## src/rtl/bcd_seq_converter.sv

```systemverilog
// Sequential shift-and-add-3 binary-to-BCD converter.
// Converts one BIN_W-bit value over BIN_W shift cycles. Digit outputs are
// registered and update only when a conversion completes.
module bcd_seq_converter #(
  parameter int BIN_W  = 12,
  parameter int DIGITS = 4
) (
  input  logic             clk,
  input  logic             reset,
  input  logic [BIN_W-1:0] bin,
  input  logic             start,
  output logic [3:0]       thos,
  output logic [3:0]       huns,
  output logic [3:0]       tens,
  output logic [3:0]       ones,
  output logic             busy,
  output logic             valid
);

  localparam int CNT_W = $clog2(BIN_W + 1);
  localparam int BCD_W = 4 * DIGITS;
  localparam int SR_W  = BCD_W + BIN_W;

  typedef enum logic {
    IDLE  = 1'b0,
    SHIFT = 1'b1
  } state_t;

  // Add 3 to every nibble that is 5 or more, all nibbles in parallel.
  function automatic logic [BCD_W-1:0] add3_adjust(input logic [BCD_W-1:0] v);
    logic [BCD_W-1:0] r;
    r = v;
    for (int i = 0; i < DIGITS; i++) begin
      if (v[4*i +: 4] >= 4'd5) begin
        r[4*i +: 4] = v[4*i +: 4] + 4'd3;
      end
    end
    return r;
  endfunction

  state_t             state_q, state_d;
  logic [BIN_W-1:0]   last_bin_q, last_bin_d;
  logic [BIN_W-1:0]   bin_sr_q, bin_sr_d;
  logic [BCD_W-1:0]   bcd_sr_q, bcd_sr_d;
  logic [CNT_W-1:0]   cnt_q, cnt_d;
  logic [BCD_W-1:0]   digits_q, digits_d;
  logic               valid_q, valid_d;

  logic               capture;
  logic               last_shift;
  logic [SR_W-1:0]    shifted;

  // Conversion trigger and final-shift detection.
  always_comb begin
    capture    = (state_q == IDLE) && ((bin != last_bin_q) || start);
    last_shift = (state_q == SHIFT) && (cnt_q == CNT_W'(BIN_W - 1));
    shifted    = {add3_adjust(bcd_sr_q), bin_sr_q} << 1;
  end

  // State register and datapath registers; async active-low clear.
  always_ff @(posedge clk or negedge reset) begin
    if (!reset) begin
      state_q    <= IDLE;
      last_bin_q <= '0;
      bin_sr_q   <= '0;
      bcd_sr_q   <= '0;
      cnt_q      <= '0;
      digits_q   <= '0;
      valid_q    <= 1'b0;
    end else begin
      state_q    <= state_d;
      last_bin_q <= last_bin_d;
      bin_sr_q   <= bin_sr_d;
      bcd_sr_q   <= bcd_sr_d;
      cnt_q      <= cnt_d;
      digits_q   <= digits_d;
      valid_q    <= valid_d;
    end
  end

  // Next-state logic: leave IDLE on a new value or start, return after the last shift.
  always_comb begin
    state_d = state_q;
    case (state_q)
      IDLE:    if (capture)    state_d = SHIFT;
      SHIFT:   if (last_shift) state_d = IDLE;
      default:                 state_d = IDLE;
    endcase
  end

  // Datapath next values: capture in IDLE, adjust-then-shift in SHIFT.
  always_comb begin
    last_bin_d = last_bin_q;
    bin_sr_d   = bin_sr_q;
    bcd_sr_d   = bcd_sr_q;
    cnt_d      = cnt_q;
    digits_d   = digits_q;
    valid_d    = 1'b0;
    if (capture) begin
      bin_sr_d   = bin;
      last_bin_d = bin;
      bcd_sr_d   = '0;
      cnt_d      = '0;
    end else if (state_q == SHIFT) begin
      bcd_sr_d = shifted[SR_W-1:BIN_W];
      bin_sr_d = shifted[BIN_W-1:0];
      cnt_d    = cnt_q + 1'b1;
      if (last_shift) begin
        // Publish the post-shift accumulator; the display never sees partial sums.
        digits_d = shifted[SR_W-1:BIN_W];
        valid_d  = 1'b1;
      end
    end
  end

  // Outputs: busy follows the FSM, digits and valid come straight from flops.
  always_comb begin
    busy  = (state_q == SHIFT);
    valid = valid_q;
    thos  = digits_q[12 +: 4];
    huns  = digits_q[8 +: 4];
    tens  = digits_q[4 +: 4];
    ones  = digits_q[0 +: 4];
  end

endmodule

```

## config.mk

```make
export PLATFORM = sky130hd
export DESIGN_NAME = bcd_seq_converter
export DESIGN_NICKNAME = d
export VERILOG_FILES = /design/src/rtl/bcd_seq_converter.sv
export SDC_FILE = /design/constraint.sdc
export NUM_CORES = 1
export LEC_CHECK = 0
export CELL_PAD_IN_SITES_DETAIL_PLACEMENT = 1
export CELL_PAD_IN_SITES_GLOBAL_PLACEMENT = 1
export CORE_MARGIN = 4
export CORE_UTILIZATION = 47
export CTS_CLUSTER_SIZE = 40
export DETAILED_ROUTE_END_ITERATION = 10
export PLACE_DENSITY = 0.94
export SETUP_SLACK_MARGIN = 0.05
export SLEW_MARGIN = 25
export SYNTH_ARGS = -nofsm -noshare
export SYNTH_HDL_FRONTEND = slang
export SYNTH_SLANG_ARGS = --single-unit
```

## constraint.sdc

```tcl
create_clock -name clk -period 4.9 [get_ports clk]
set_clock_uncertainty 0.05 [all_clocks]
set_input_delay 1.47 -clock clk [delete_from_list [all_inputs] [get_ports clk]]
set_output_delay 1.47 -clock clk [all_outputs]
set_load 0.01 [all_outputs]
```

==> impl_metrics.env <==
export IMPL_crit_path_start_kind="input pin"
export IMPL_cts_tree="built"
export IMPL_setup_slack_ns=1.36
export IMPL_first_pass_iters=4
export IMPL_clkPwrFrac_pct=22.3
export IMPL_synth_cells=285
export IMPL_tightest_slew_ns=0.936
export IMPL_crit_fanout=15
export IMPL_slew_violations=0
export IMPL_ys_warn_count=0
export IMPL_antenna_cells=0
export IMPL_leakage_uw=0.00154
export IMPL_fmax_mhz=282
export IMPL_tns_ns=0
export IMPL_grt_pass1_vias=2384
export IMPL_ctsHoldBuffers=0
export IMPL_fin_crit_ns=3.54
export IMPL_maxCapViolCount=0
export IMPL_drt_first_iter_violations=93
export IMPL_clk_transition_reported_paths_ns=0.07
export IMPL_clk_path_buf_depth=2
export IMPL_ant_nets=0
export IMPL_syn_area_um2=2920
export IMPL_fp_dieW_um=86.9
export IMPL_clock_latency_ns=0.34
export IMPL_grt_overflow=0
export IMPL_status="finished clean"
export IMPL_ios=33
export IMPL_dieArea_um2=7540
export IMPL_cts_root_buf="clkbuf_8"
export IMPL_yosysSeqAreaShare_pct=53.1
export IMPL_cts_htree_levels=3
export IMPL_power_density_nw_per_um2=671
export IMPL_register_area_um2=1550
export IMPL_io_buffers=32
export IMPL_p_sw_uw=857
export IMPL_synth_cell_types=27
export IMPL_fillers=654
export IMPL_fin_nets=345
export IMPL_cts_buffers=9
export IMPL_post_cts_resized=0
export IMPL_relSlewSlack_pct=37.6
export IMPL_route_detailed_drc=0
export IMPL_coreArea_um2=5990
export IMPL_ir_drop_mv=0.307
export IMPL_grt_antenna_before_repair=0
export IMPL_grt_pass1_wl_um=11600
export IMPL_fin_crit_sh_pct=72.3
export IMPL_setup_viol=0
export IMPL_internal_power_uw=1520
export IMPL_criticalPathCategory="in -> reg"
export IMPL_start_util_pct=48.8
export IMPL_gp_congestion=0.782
export IMPL_wl_per_cell_um=16.8
export IMPL_power_frac_comb_pct=38.2
export IMPL_switching_share_pct=36.1
export IMPL_rows=28
export IMPL_worstPathRequired_ns=5.05
export IMPL_drive_gt1_share_pct=12.0
export IMPL_cp_arrival_ns=3.69
export IMPL_dp_slack_ns=1.00
export IMPL_multi_input_area_um2=1260
export IMPL_holdCritPathClass="reg -> reg"
export IMPL_synth_area_top_cells="dfrtp_1, mux2_2, nand2_1"
export IMPL_synth_area_leader_cell="dfrtp_1"
export IMPL_vias=2142
export IMPL_syn_avg_cell_area_um2=10.3
export IMPL_die_y_um=86.9
export IMPL_drt_total_wl_um=6730
export IMPL_cts_setup_buffers=0
export IMPL_clock_sinks=62
export IMPL_syn2layout_area_growth_pct=21.1
export IMPL_grt_max_degree=45
export IMPL_viasPerCell=5.34
export IMPL_crit_path_end_kind="flop"
export IMPL_synth_top_area_share_pct=53.1
export IMPL_rsz0062_at_grt="false"
export IMPL_synth_nets=309
export IMPL_ys_seq_elements=62
export IMPL_place_hpwl_um=4520
export IMPL_sequentialPowerShare_pct=39.5
export IMPL_grtUsageTotal_pct=20.3
export IMPL_hold_viol=0
## power groups by stage
stage	combinational, uW	clock [uW]	sequential, uW
floorplan	568	0	925
global placement	831	0	922
detailed placement	898	0	944
CTS	924	540	940
global route	1040	564	974
finish	908	529	937
## Yosys cell counts
master	count
nor2_1	14
buf_4	1
buf_6	1
buf_2	1
xnor2_1	5
a21oi_1	23
dfrtp_1	62
nor3_1	1
nand4b_1	1
and2_1	1
buf_8	1
xor2_1	13
and4_1	1
clkbuf_1	8
mux2_2	16
inv_1	8
nor3b_1	6
mux2i_1	13
nor2_2	1
o21ai_0	32
buf_1	1
ha_1	9
clkinv_1	2
nand3_1	14
nand2_1	44
nor4_1	2
nand2b_1	4
## registers in the layout, indices dropped and copies added, names as in the netlist
signal and cells:
bcd_sr_q 16, bin_sr_q 12, busy 1, cnt_q 4
digits_q 16, last_bin_q 12, valid 1
## through the flow
stage | hold WS (ns) | util (%) | instances | total power [uW] | area [um2]
2_1_floorplan | 0.411 | - | 285 | 1490 | 2920
3_3_place_gp | 0.410 | 55.2 | 385 | 1750 | 3300
3_5_place_dp | 0.419 | 55.2 | 385 | 1840 | 3300
4_1_cts | 0.437 | 59.1 | 401 | 2400 | 3540
5_1_grt | 0.473 | 59.1 | 401 | 2570 | 3540
6_report | 0.430 | 59.1 | 401 | 2370 | 3540
## cell families after synthesis
logic type / count (synthesis) / share of synthesized area [%]
and+or+nand+nor: 89 / 13.9
buffers and inverters: 23 / 3.77
DFF: 62 / 53.1
muxes: 29 / 10.6
adders and majority gates: 9 / 3.85
AOI/OAI and AO/OA: 55 / 9.42
xor gates and xnor gates: 18 / 5.39
## routing by layer
| layer | global-route usage, % | vias up | share of wire (%) |
|---|---|---|---|
| li1 | - | 1034 | - |
| met1 | 23.5 | 1045 | 42 |
| met2 | 34.7 | 45 | 51 |
| met3 | 4.45 | 18 | 3.6 |
| met4 | 10.9 | 0 | 3.4 |
| met5 | 0 | - | 0 |
## critical path, cell delays in order
cell             delay (ns)
clkdlybuf4s50_1        0.45
xor2_1                 0.17
nor4_1                 0.34
and4_1                 0.61
buf_4                  0.31
mux2i_1                0.23
a21oi_1                0.10
## cell type report
| cell class | instances | share of cell area, % |
|---|---|---|
| tap | 75 | 2.65 |
| sequential | 62 | 43.8 |
| multi-input combinational | 200 | 35.6 |
| clock inverter | 3 | 1.84 |
| inverter | 10 | 1.06 |
| timing repair buffer | 38 | 10.2 |
| clock buffer | 13 | 4.77 |
## placed cells by master, fill, tap and decap left out, types with 2 or more instances in the layout
cell,n
clkdlybuf4s50_1,31
mux2_2,16
clkbuf_8,12
xnor2_1,5
a21oi_1,23
nor4_1,2
bufinv_16,2
mux2i_1,13
clkinv_1,2
ha_1,9
nor2_1,14
xor2_1,13
buf_4,6
nor3b_1,6
o21ai_0,32
nand2b_1,4
nand3_1,14
nand2_1,44
dfrtp_1,62
inv_1,8
## final timing paths
| check | depth (start not counted) | slack, ns | from | endpoint |
|---|---|---|---|---|
| max | 7 | 1.36 | bin[1] | bin_sr_q[11]$_DFFE_PN0P_ |
| min | 2 | 0.43 | digits_q[10]$_DFFE_PN0P_ | digits_q[10]$_DFFE_PN0P_ |
| max reg2reg | 6 | 2.54 | last_bin_q[1]$_DFFE_PN0P_ | bin_sr_q[11]$_DFFE_PN0P_ |
| min reg2reg | 2 | 0.43 | digits_q[10]$_DFFE_PN0P_ | digits_q[10]$_DFFE_PN0P_ |
| max in group asynchronous | 2 | 2.72 | reset | last_bin_q[2]$_DFFE_PN0P_ |
| min in group asynchronous | 1 | 1.21 | reset | digits_q[4]$_DFFE_PN0P_ |
Note: power is estimated with default switching activity, not from simulation.
